$ cat config.mk
export PLATFORM = sky130hd
export DESIGN_NAME = hilo_muldiv
export DESIGN_NICKNAME = d
export VERILOG_FILES = /design/src/rtl/hilo_muldiv.sv
export SDC_FILE = /design/constraint.sdc
export NUM_CORES = 1
export LEC_CHECK = 0
export CAP_MARGIN = 10
export CORE_UTILIZATION = 43
export DETAILED_ROUTE_END_ITERATION = 8
export SLEW_MARGIN = 40
export SYNTH_ARGS = -nofsm -noshare
export SYNTH_HDL_FRONTEND = slang
export SYNTH_SLANG_ARGS = --single-unit
export TNS_END_PERCENT = 1
$ cat constraint.sdc
create_clock -name clk -period 16.9 [get_ports clk]
set_input_delay 3.38 -clock clk [delete_from_list [all_inputs] [get_ports clk]]
set_output_delay 3.38 -clock clk [all_outputs]
set_load 0.01 [all_outputs]
$ cat src/rtl/hilo_muldiv.sv
// MIPS HI/LO unit: architectural HI/LO plus iterative MULT/MULTU/DIV/DIVU and MTHI/MTLO.
// Latency: mul/div DATA_W+1 cycles from acceptance to done; MTHI/MTLO visible next cycle.
// Backpressure: busy while iterating; start is dropped (not queued) unless idle and not cancelled.
module hilo_muldiv #(
  parameter int DATA_W = 32
) (
  input  logic              clk,
  input  logic              rst,
  input  logic              start,
  input  logic [2:0]        op,
  input  logic [DATA_W-1:0] a_i,
  input  logic [DATA_W-1:0] b_i,
  input  logic              cancel,
  output logic              busy,
  output logic              done,
  output logic [DATA_W-1:0] hi_o,
  output logic [DATA_W-1:0] lo_o
);

  localparam int CW = $clog2(DATA_W);
  localparam logic [CW-1:0] LAST = CW'(DATA_W - 1);

  typedef enum logic [1:0] {
    S_IDLE = 2'd0,
    S_MUL  = 2'd1,
    S_DIV  = 2'd2
  } state_t;

  state_t            state_q, state_d;
  logic [CW-1:0]     cnt_q, cnt_d;
  logic [DATA_W-1:0] hi_q, hi_d;
  logic [DATA_W-1:0] lo_q, lo_d;
  // Mul: acc_hi = partial product top half, acc_lo = multiplier shifting out / product bottom half.
  // Div: acc_hi = partial remainder, acc_lo = dividend shifting out / quotient shifting in.
  logic [DATA_W-1:0] acc_hi_q, acc_hi_d;
  logic [DATA_W-1:0] acc_lo_q, acc_lo_d;
  logic [DATA_W-1:0] opnd_q, opnd_d;   // multiplicand or divisor magnitude
  logic              neg_q, neg_d;     // negate product / quotient at commit
  logic              rneg_q, rneg_d;   // negate remainder at commit
  logic              div0_q, div0_d;
  logic              done_q, done_d;

  logic                accept;
  logic                signed_op;
  logic [DATA_W-1:0]   a_mag, b_mag;
  logic [DATA_W:0]     mul_sum;
  logic [DATA_W:0]     div_shift;
  logic [DATA_W-1:0]   div_diff;
  logic                div_ge;
  logic [DATA_W-1:0]   step_hi, step_lo;
  logic [2*DATA_W-1:0] prod, res_prod;
  logic [DATA_W-1:0]   quo, rem;

  // Request qualification and operand magnitudes (ops 0 and 2 are the signed forms).
  always_comb begin
    accept    = start && !cancel && (state_q == S_IDLE);
    signed_op = ~op[0];
    a_mag     = (signed_op && a_i[DATA_W-1]) ? -a_i : a_i;
    b_mag     = (signed_op && b_i[DATA_W-1]) ? -b_i : b_i;
  end

  // One iteration of shift-add multiply or restoring divide, plus sign fix-up for commit.
  always_comb begin
    mul_sum   = {1'b0, acc_hi_q} + (acc_lo_q[0] ? {1'b0, opnd_q} : '0);
    div_shift = {acc_hi_q, acc_lo_q[DATA_W-1]};
    div_ge    = div_shift >= {1'b0, opnd_q};
    // When div_ge holds the true difference is below the divisor, so the low bits suffice.
    div_diff  = div_shift[DATA_W-1:0] - opnd_q;
    if (state_q == S_DIV) begin
      step_hi = div_ge ? div_diff : div_shift[DATA_W-1:0];
      step_lo = {acc_lo_q[DATA_W-2:0], div_ge};
    end else begin
      step_hi = mul_sum[DATA_W:1];
      step_lo = {mul_sum[0], acc_lo_q[DATA_W-1:1]};
    end
    prod     = {step_hi, step_lo};
    res_prod = neg_q ? -prod : prod;
    quo      = neg_q ? -step_lo : step_lo;
    // With a zero divisor the remainder accumulates |a|; re-applying a's sign yields a itself.
    rem      = rneg_q ? -step_hi : step_hi;
  end

  // Next-state, datapath update and commit.
  always_comb begin
    state_d  = state_q;
    cnt_d    = cnt_q;
    hi_d     = hi_q;
    lo_d     = lo_q;
    acc_hi_d = acc_hi_q;
    acc_lo_d = acc_lo_q;
    opnd_d   = opnd_q;
    neg_d    = neg_q;
    rneg_d   = rneg_q;
    div0_d   = div0_q;
    done_d   = 1'b0;
    case (state_q)
      S_IDLE: begin
        if (accept) begin
          case (op)
            3'd0, 3'd1: begin
              state_d  = S_MUL;
              cnt_d    = '0;
              acc_hi_d = '0;
              acc_lo_d = b_mag;
              opnd_d   = a_mag;
              neg_d    = signed_op && (a_i[DATA_W-1] ^ b_i[DATA_W-1]);
              rneg_d   = 1'b0;
              div0_d   = 1'b0;
            end
            3'd2, 3'd3: begin
              state_d  = S_DIV;
              cnt_d    = '0;
              acc_hi_d = '0;
              acc_lo_d = a_mag;
              opnd_d   = b_mag;
              neg_d    = signed_op && (a_i[DATA_W-1] ^ b_i[DATA_W-1]);
              rneg_d   = signed_op && a_i[DATA_W-1];
              div0_d   = (b_i == '0);
            end
            3'd4:    hi_d = a_i;
            3'd5:    lo_d = a_i;
            default: ;
          endcase
        end
      end
      S_MUL, S_DIV: begin
        if (cancel) begin
          state_d = S_IDLE;
          cnt_d   = '0;
        end else begin
          acc_hi_d = step_hi;
          acc_lo_d = step_lo;
          cnt_d    = cnt_q + 1'b1;
          if (cnt_q == LAST) begin
            state_d = S_IDLE;
            cnt_d   = '0;
            done_d  = 1'b1;
            if (state_q == S_MUL) begin
              hi_d = res_prod[2*DATA_W-1:DATA_W];
              lo_d = res_prod[DATA_W-1:0];
            end else begin
              hi_d = rem;
              lo_d = div0_q ? '1 : quo;
            end
          end
        end
      end
      default: begin
        state_d = S_IDLE;
        cnt_d   = '0;
      end
    endcase
  end

  // State registers with asynchronous clear.
  always_ff @(posedge clk or posedge rst) begin
    if (rst) begin
      state_q  <= S_IDLE;
      cnt_q    <= '0;
      hi_q     <= '0;
      lo_q     <= '0;
      acc_hi_q <= '0;
      acc_lo_q <= '0;
      opnd_q   <= '0;
      neg_q    <= 1'b0;
      rneg_q   <= 1'b0;
      div0_q   <= 1'b0;
      done_q   <= 1'b0;
    end else begin
      state_q  <= state_d;
      cnt_q    <= cnt_d;
      hi_q     <= hi_d;
      lo_q     <= lo_d;
      acc_hi_q <= acc_hi_d;
      acc_lo_q <= acc_lo_d;
      opnd_q   <= opnd_d;
      neg_q    <= neg_d;
      rneg_q   <= rneg_d;
      div0_q   <= div0_d;
      done_q   <= done_d;
    end
  end

  assign busy = (state_q != S_IDLE);
  assign done = done_q;
  assign hi_o = hi_q;
  assign lo_o = lo_q;

endmodule

==> out/qor.tcl, run 1 <==
set qor(outcome) {finished, final reports clean}
set qor(post_layout_nonfiller_instances) 2712
set qor(timing.reg2reg.setup_slack_ns) 10.20
set qor(clk_pin_slew_ns) 0.07
set qor(worst_r2r_startpoint) {acc_hi_q[5]}
set qor(clock-root-buffer) {clkbuf_16}
set qor(grt_max_degree) 76
set qor(number_of_global_route_vias_before_repair) 16000
set qor(post_cts.resized_instances) 0
set qor(critical_path.endpoint) {hi_o[28]}
set qor(synth-main-ff-cell) {dfrtp_1}
set qor(worst_slew_pin_slew_ns) 0.916
set qor(die_w_um) 195
set qor(gr-total-overflow) 0
set qor(synth.yosys.warnings) 0
set qor(remaining_drc_errors) 0
set qor(netlist_top_cells_count) {nand2_1 (342), o21ai_0 (268), nor2_1 (198), a21oi_1 (176), dfrtp_1 (171)}
set qor(io_pins) 137
set qor(reg_to_reg_endpoint) {hi_o[28]}
set qor(power.ir.vdd_worst_mv) 0.0856
set qor(drt-initial-drc-count) 1744
set qor(fin_skew_ns) 0.0156
set qor(rsz0062_at_grt) {no}
set qor(synth_area_mm2) 0.0160
set qor(cp_data_required_time_ns) 17.27
set qor(vias_post_dr) 16800
set qor(critPathArrivalTime_ns) 7.07
set qor(core_mm2) 0.0366
set qor(filler_cells) 3657
set qor(place_hpwl_um) 50100
set qor(fp.dieH_um) 195
set qor(via_per_inst) 6.19
set qor(final.period_utilization_pct) 39.7
set qor(htree_levels) 4
set qor(number_of_nets_in_the_finished_design) 2375
set qor(r2r.worst_path.cells) 22
set qor(post_route_cell_area_mm2) 0.0183
set qor(static-leakage-power_nw) 7.61
set qor(drive_gt1_share_pct) 5.00
set qor(max_clock_freq_ghz) 0.149
set qor(area_growth_syn_to_layout_pct) 14.4
set qor(fp-row-count) 70
set qor(max-slew-margin-rel_pct) 38.9
set qor(finalSetupViolCount) 0
set qor(cts_setup_buffers) 0
set qor(max-cap-violations) 0
set qor(final.setup.tns_ns) 0
set qor(synthesis.nets) 2317
set qor(tritoncts) {done}
set qor(sequential_cell_area_mm2) 0.00428
set qor(dp_cells) 2678
set qor(crit_start) {acc_hi_q[5]}
set qor(cp-start-kind) {register}
set qor(crit_fanout) 21
set qor(post_cts_hold_buffer_count) 0
set qor(synth_area_leaders) {dfrtp_1 (27%), o21ai_0 (8.4%), nand2_1 (8.0%)}
set qor(criticalPathCategory) {register to register}
set qor(initial_utilization_pct) 43.7
set qor(final_hold_vio_count) 0
set qor(globalplace.congestion) 1.05
set qor(placed_cell_area_mm2) 0.0177
set qor(clk_latency_ns) 0.45
set qor(synth_cells) 2171
set qor(cts_num_sinks) 171
set qor(drt_first_pass_iters) 8
set qor(register_area_share_after_synthesis_pct) 26.7
set qor(grt_antenna_before_repair) 4
set qor(tritoncts.num_buffers) 17
set qor(netlist.area_leader.share_pct) 26.7
set qor(worstHoldPathType) {register to register}
set qor(synthDominantAreaCellType) {dfrtp_1}
set qor(timing.final.crit_period_ns) 6.70
set qor(die_area_mm2) 0.0380
set qor(synthArstFlopShare_pct) 100
set qor(grt_first_pass_wirelength_um) 96600
set qor(wire_per_inst_um) 23.6
set qor(syn_avg_cell_area_um2) 7.38
set qor(place.port_buffers) 136
set qor(final_antenna_net_count) 0
set qor(multi_input_area_mm2) 0.0111
set qor(detail_route.wirelength_um) 63900
set qor(synth_cell_type_count) 96
set qor(cts.path.max_buffers) 2
set qor(synth-edff-count) 0
set qor(total_routing_resource_utilization_after_global_routing_pct) 33.4
set qor(synth.ff_latch_count) 171
set qor(synth.most_common_cell) {nand2_1}
set qor(finalMaxSlewViolations) 0
set qor(timing.critical_path.to_type) {register}
set qor(cellPowerDensity_mw_per_mm2) 204
layout make-up:
class	count	share of cell area, %
multi-input cells	1807	60.3
inverters	71	1.48
flip-flops and latches	171	23.3
clock inverters	10	0.778
diodes	2	0.0273
well taps	468	3.19
repair buffers	161	8.44
clock buffers	22	2.42
per-stage QoR:
stage | util [%] | setup slack, ns | hold WS, ns | power (mW)
floorplan | - | 8.89 | 0.445 | 2.39
global placement | 48.3 | 10.07 | 0.462 | 3.24
detailed placement | 48.4 | 10.08 | 0.467 | 3.27
CTS | 50.0 | 10.40 | 0.483 | 3.69
global route | 50.1 | 9.63 | 0.508 | 3.98
finish | 50.1 | 10.20 | 0.478 | 3.74
logic make-up after synthesis:
kind of cell    share of synthesized area, %
compound gates                          27.1
xor+xnor                                8.59
fa+ha+maj                               5.95
buf+inv                                 4.77
flops                                   26.7
mux                                     3.59
simple gates                            23.3
state kept, by name, summed over array words and instances (netlist names):
signal and flops:
cnt_q 5, neg_q 1, state_q 2, done 1, acc_hi_q 32, hi_o 32
opnd_q 32, rneg_q 1, acc_lo_q 32, lo_o 32, div0_q 1
per-layer routing:
| metal | wire length, um | vias to the layer above | global-route usage (%) |
|---|---|---|---|
| li1 | - | 7900 | - |
| met1 | 26800 | 8046 | 42.8 |
| met2 | 29500 | 688 | 54.5 |
| met3 | 4180 | 146 | 5.04 |
| met4 | 3370 | 2 | 17.2 |
| met5 | 11 | - | 0 |
cell usage in the layout (no fill, tap or decap), types with 33 or more instances in the layout:
cell type,count
nand2_1,339
o21ai_0,268
nor2_1,197
a21oi_1,176
dfrtp_1,171
clkdlybuf4s50_1,135
xor2_1,85
xnor2_1,72
ha_1,71
inv_1,68
mux2i_1,53
nor3_1,49
nand3_1,34
a31oi_1,33
worst min path at each step:
stage	from	endpoint	slack, ns	depth (start not counted)
6_report	cnt_q[4]	cnt_q[4]	0.48	2
5_1_grt	opnd_q[18]	opnd_q[18]	0.51	2
2_1_floorplan	cnt_q[4]	cnt_q[4]	0.45	2
4_1_cts	cnt_q[4]	cnt_q[4]	0.48	2
3_5_place_dp	cnt_q[4]	cnt_q[4]	0.47	2
3_3_place_gp	cnt_q[4]	cnt_q[4]	0.46	2
worst max-delay path, stage by stage (launching register included):
cell and delay, ns:
dfrtp_1 0.44, ha_1 0.39, a211oi_1 0.33, o21bai_1 0.14
nor2b_2 0.18, or3_4 0.43, o21ai_2 0.12, buf_4 0.28
a21oi_1 0.28, a21oi_1 0.25, ha_1 0.23, nor3b_1 0.31
o2111ai_1 0.25, a2111oi_0 0.60, nand2_1 0.14, or2_0 0.34
o21ai_1 0.64, nand3_1 0.17, nor3_2 0.34, nor2_1 0.14
nor4_1 0.29, a41oi_1 0.07, a31oi_1 0.23
report_power, final:
group	internal (mW)	switching [mW]
Combinational	0.914	1.67
Sequential	0.583	0.157
Clock	0.233	0.185
Power figures use the tool's default switching activity.
==> inputs of run 2 (changes only) <==
==> constraint.sdc (replaced) <==
create_clock -name clk -period 7 [get_ports clk]
set_input_delay 1.4 -clock clk [delete_from_list [all_inputs] [get_ports clk]]
set_output_delay 1.4 -clock clk [all_outputs]
set_load 0.01 [all_outputs]
==> out/qor.tcl, run 2 (same netlist as run 1, synthesis figures left out) <==
set qor(outcome) {finished, final reports clean}
set qor(vias_post_dr) 16700
set qor(place_worst_setup_slack_ns) 1.05
set qor(sw_frac_of_total_pct) 53.4
set qor(cp-start-kind) {register}
set qor(power_frac_comb_pct) 69.0
set qor(final.period_utilization_pct) 84.5
set qor(place.port_buffers) 136
set qor(gr-total-overflow) 0
set qor(remaining_drc_errors) 0
set qor(fp.dieH_um) 195
set qor(clk_latency_ns) 0.47
set qor(cp_data_required_time_ns) 7.38
set qor(worst_slew_pin_slew_ns) 0.864
set qor(max-slew-margin-rel_pct) 41.8
set qor(timing.critical_path.to_type) {register}
set qor(max-cap-violations) 0
set qor(p_seq_share_pct) 19.7
set qor(cellPowerDensity_mw_per_mm2) 489
set qor(wire_per_inst_um) 23.8
set qor(die_w_um) 195
set qor(post_layout_nonfiller_instances) 2718
set qor(area_growth_syn_to_layout_pct) 15.1
set qor(mostFrequentLayoutCells) {nand2_1 (338), o21ai_0 (266), nor2_1 (196)}
set qor(number_of_nets_in_the_finished_design) 2383
set qor(antennaDiodeCount) 0
set qor(worstHoldPathType) {register to register}
set qor(timing.critical_path.slowest_stage_cell) {a2111oi_1}
set qor(cpPeakStageDelay_ns) 0.60
set qor(clk_pin_slew_ns) 0.07
set qor(criticalPathCategory) {register to register}
set qor(p_int_mw) 4.20
set qor(cts_num_sinks) 171
set qor(static-leakage-power_nw) 7.68
set qor(layout.cells.most_common) {nand2_1}
set qor(power.ir.vdd_worst_mv) 0.212
set qor(post_cts.resized_instances) 0
set qor(fin_skew_ns) 0.0154
set qor(net-switching-power_mw) 4.81
set qor(p_total_mw) 9.01
set qor(fp-row-count) 70
set qor(tritoncts.num_buffers) 17
set qor(tritoncts) {done}
set qor(rsz0062_at_grt) {no}
set qor(initial_utilization_pct) 43.7
set qor(total_routing_resource_utilization_after_global_routing_pct) 34.0
set qor(share_clk_of_total_power_pct) 11.3
set qor(grt_antenna_before_repair) 1
set qor(core_mm2) 0.0366
set qor(grt_max_degree) 147
set qor(clock-root-buffer) {clkbuf_16}
set qor(die_area_mm2) 0.0380
set qor(globalplace.congestion) 0.939
set qor(timing.reg2reg.setup_slack_ns) 1.09
set qor(finalSetupViolCount) 0
set qor(finalMaxSlewViolations) 0
set qor(place_hpwl_um) 50700
set qor(crit_fanout) 8
set qor(max_clock_freq_ghz) 0.169
set qor(final.setup.tns_ns) 0
set qor(timing.final.crit_period_ns) 5.91
set qor(drt_first_pass_iters) 6
set qor(drt-initial-drc-count) 1663
set qor(layout_setup_ws_ns) 1.09
set qor(grt_first_pass_wirelength_um) 97700
set qor(post_cts_hold_buffer_count) 0
set qor(io_pins) 137
set qor(critPathArrivalTime_ns) 6.30
set qor(buf_inv_on_cp) 1
set qor(final_hold_vio_count) 0
set qor(number_of_global_route_vias_before_repair) 15900
set qor(filler_cells) 3695
set qor(drive_gt1_share_pct) 5.60
set qor(worst_path_dominant_cell_family) {compound AO/OA/AOI/OAI gates}
set qor(dp_cells) 2684
set qor(via_per_inst) 6.15
set qor(cts_setup_buffers) 0
set qor(htree_levels) 4
set qor(final_antenna_net_count) 0
set qor(worstPathCellList) {ha_1 -> a211oi_1 -> o21bai_1 -> nor2b_2 -> or3_4 -> o21ai_2 -> a21oi_1 -> a21oi_1 -> ha_1 -> nor3b_1 -> o2111ai_1 -> a2111oi_1 -> nand2_1 -> or2_0 -> o21ai_1 -> buf_4 -> nand3_1 -> nor3_2 -> nor2_1 -> nor4_1 -> a41oi_1 -> a31oi_1}
set qor(detail_route.wirelength_um) 64600
set qor(cts.path.max_buffers) 2
==> run 2: cell types whose count changed in the layout (fill, tap and decap cells not counted), moves of 2 or more <==
cell,previous run,this run
clkbuf_8,0,3
nand2_2,3,5
o21ai_0,268,266
clkbuf_1,5,0
buf_4,24,30
inv_6,2,4
diode_2,2,0
==> run 2: power by group through the flow <==
stage                     clock network, mW  logic [mW]  registers (mW)
after CTS                              1.03        6.11            1.77
after detailed placement                  0        6.08            1.78
after global placement                    0        6.06            1.77
final                                  1.02        6.22            1.77
after floorplan                           0        4.01            1.76
after global routing                   1.07        6.75            1.83
==> run 2: metal layers <==
metal,global-route usage [%],share of wire [%],vias to the layer above
li1,-,-,7922
met1,44.6,43,7981
met2,54.5,46,687
met3,6.37,7.3,123
met4,15.0,4.5,0
met5,0,0,-
==> run 2: stage by stage <==
stage          hold slack [ns]  cell area, um2  utilization [%]
6_report                 0.481           18400             50.4
4_1_cts                  0.486           18400             50.3
5_1_grt                  0.510           18400             50.4
3_3_place_gp             0.461           17800             48.5
2_1_floorplan            0.445           16000                -
3_5_place_dp             0.470           17800             48.6
==> run 2: worst min-delay path, stage by stage (launching register included) <==
cell	delay, ns
dfrtp_1	0.34
nand2_1	0.05
o21ai_0	0.06
==> run 2: layout make-up <==
class                   count  area, um2  area share (%)
flip-flops and latches    171       4280            23.2
clock buffers              20        467            2.53
clock inverters            12        136           0.740
multi-input cells        1807      11100            60.0
well taps                 468        586            3.18
repair buffers            169       1640            8.88
inverters                  71        272            1.47
==> run 2: final timing paths <==
| kind | from | endpoint | cells after the start |
|---|---|---|---|
| min in group asynchronous | rst | acc_hi_q[9] | 2 |
| max reg2reg | acc_hi_q[5] | hi_o[28] | 22 |
| max | acc_hi_q[5] | hi_o[28] | 22 |
| max in group asynchronous | rst | acc_hi_q[31] | 4 |
| min | lo_o[21] | lo_o[21] | 2 |
| min reg2reg | lo_o[21] | lo_o[21] | 2 |
==> inputs of run 3 (changes only) <==
==> constraint.sdc (replaced) <==
create_clock -name clk -period 5.2 [get_ports clk]
set_input_delay 1.04 -clock clk [delete_from_list [all_inputs] [get_ports clk]]
set_output_delay 1.04 -clock clk [all_outputs]
set_load 0.01 [all_outputs]
==> out/qor.tcl, run 3 (same netlist as run 1, synthesis figures left out) <==
set qor(criticalPathCategory) {register to register}
set qor(worst_path_dominant_cell_family) {compound AO/OA/AOI/OAI gates}
set qor(die_w_um) 195
set qor(io_pins) 137
set qor(max-cap-violations) 0
set qor(gr-total-overflow) 0
set qor(worst_slew_pin_slew_ns) 0.864
set qor(critPathArrivalTime_ns) 5.25
set qor(final_hold_vio_count) 0
set qor(number_of_nets_in_the_finished_design) 2472
set qor(drt-initial-drc-count) 1578
set qor(vias_post_dr) 17200
set qor(outcome) {finished, final reports clean}
set qor(remaining_drc_errors) 0
set qor(cellPowerDensity_mw_per_mm2) 672
set qor(tritoncts.num_buffers) 17
set qor(fin_skew_ns) 0.0124
set qor(place_hpwl_um) 52500
set qor(clock-root-buffer) {clkbuf_16}
set qor(grt_antenna_before_repair) 2
set qor(cp_data_required_time_ns) 5.55
set qor(mostFrequentLayoutCells) {nand2_1 (339), o21ai_0 (268), nor2_1 (196)}
set qor(finalMaxSlewViolations) 0
set qor(initial_utilization_pct) 43.7
set qor(buf_inv_on_cp) 4
set qor(max_clock_freq_ghz) 0.204
set qor(clk_pin_slew_ns) 0.08
set qor(htree_levels) 4
set qor(drive_gt1_share_pct) 9.37
set qor(wire_per_inst_um) 23.7
set qor(tritoncts) {done}
set qor(p_total_mw) 12.9
set qor(timing.critical_path.slowest_stage_cell) {a41oi_1}
set qor(globalplace.congestion) 0.971
set qor(power.ir.vdd_worst_mv) 0.346
set qor(crit_path_frequent_cell) {buf_4}
set qor(timing.critical_path.to_type) {register}
set qor(final_antenna_net_count) 0
set qor(die_area_mm2) 0.0380
set qor(worst_hold_slack_ns) 0.483
set qor(rsz0062_at_grt) {no}
set qor(total_routing_resource_utilization_after_global_routing_pct) 34.9
set qor(fp-row-count) 70
set qor(worstPathCellList) {inv_1 -> buf_4 -> nor2_1 -> ha_1 -> a21oi_1 -> nor2_1 -> a211oi_1 -> buf_4 -> o22ai_1 -> a41oi_1 -> nor4_1 -> nor3_1 -> xnor2_1 -> o21ai_1 -> buf_4 -> nor3_1 -> a31oi_1 -> a21boi_0 -> a31oi_1}
set qor(cpPeakStageDelay_ns) 0.46
set qor(detail_route.wirelength_um) 66600
set qor(max-slew-margin-rel_pct) 42.2
set qor(worstHoldPathType) {register to register}
set qor(dp_cells) 2773
set qor(final.period_utilization_pct) 94.4
set qor(cp-start-kind) {register}
set qor(crit_fanout) 24
set qor(layout.cells.most_common) {nand2_1}
set qor(via_per_inst) 6.14
set qor(fp.dieH_um) 195
set qor(post_layout_nonfiller_instances) 2807
set qor(number_of_global_route_vias_before_repair) 16400
set qor(cts.path.max_buffers) 2
set qor(clk_latency_ns) 0.48
set qor(grt_max_degree) 142
set qor(finalCoreUtilization_pct) 52.4
set qor(cts_num_sinks) 171
set qor(area_growth_syn_to_layout_pct) 19.8
set qor(static-leakage-power_nw) 8.13
set qor(drt_first_pass_iters) 7
set qor(finalSetupViolCount) 0
set qor(core_mm2) 0.0366
set qor(grt_first_pass_wirelength_um) 100000
set qor(place.port_buffers) 136
set qor(timing.final.crit_period_ns) 4.91
run 3: tightest hold or removal path, cell delays in order (launching register included):
cell     delay [ns]
dfrtp_1        0.35
nand2_1        0.05
o21ai_0        0.06
run 3: layer usage:
layer  up-vias  GRT usage [%]  part of all wire [%]  routed length (um)
met2       706           55.6                    45               30200
met3       136           5.39                   6.7                4450
li1       8101              -                     -                   -
met1      8279           46.1                    43               28500
met4         2           17.3                   5.0                3330
met5         -              0                 0.018                  12
run 3: per-stage QoR:
step	area, um2	setup WS (ns)	setup TNS, ns
after global placement	18400	0.00475	0
after floorplan	16000	-0.389	-2.38
after global routing	19200	0.0188	0
final	19200	0.293	0
after detailed placement	18500	-0.112	-0.428
after CTS	19100	0.0282	0
run 3: timing repair:
action	CTS	global route
setup endpoints to repair	8	24
pin swaps	0	3
hold buffers	0	0
cloned	0	0
setup buffers	0	1
gates resized for setup	2	13
run 3: final timing paths:
| kind | cells past startpoint | from | slack, ns | endpoint |
|---|---|---|---|---|
| min reg2reg | 2 | opnd_q[13] | 0.48 | opnd_q[13] |
| max | 19 | acc_lo_q[0] | 0.29 | hi_o[28] |
| max reg2reg | 19 | acc_lo_q[0] | 0.29 | hi_o[28] |
| min | 2 | opnd_q[13] | 0.48 | opnd_q[13] |
| min in group asynchronous | 3 | rst | 1.01 | cnt_q[1] |
| max in group asynchronous | 4 | rst | 3.40 | acc_hi_q[30] |
run 3: final cells by class:
| cell class | instances | area, um2 |
|---|---|---|
| clock buffer | 18 | 429 |
| tap | 468 | 586 |
| antenna | 1 | 2.50 |
| clock inverter | 13 | 180 |
| inverter | 71 | 270 |
| fill | 3579 | 17400 |
| sequential | 171 | 4280 |
| timing repair buffer | 258 | 2330 |
| multi-input combinational | 1807 | 11100 |
run 3: report_power, final:
| part | internal [mW] | leakage, nW | switching (mW) | total, mW |
|---|---|---|---|---|
| combinational | 3.46 | 5.67 | 5.62 | 9.08 |
| clock | 0.769 | 0.298 | 0.650 | 1.42 |
| sequential | 1.89 | 2.16 | 0.499 | 2.39 |
| total | 6.12 | 8.13 | 6.77 | 12.9 |
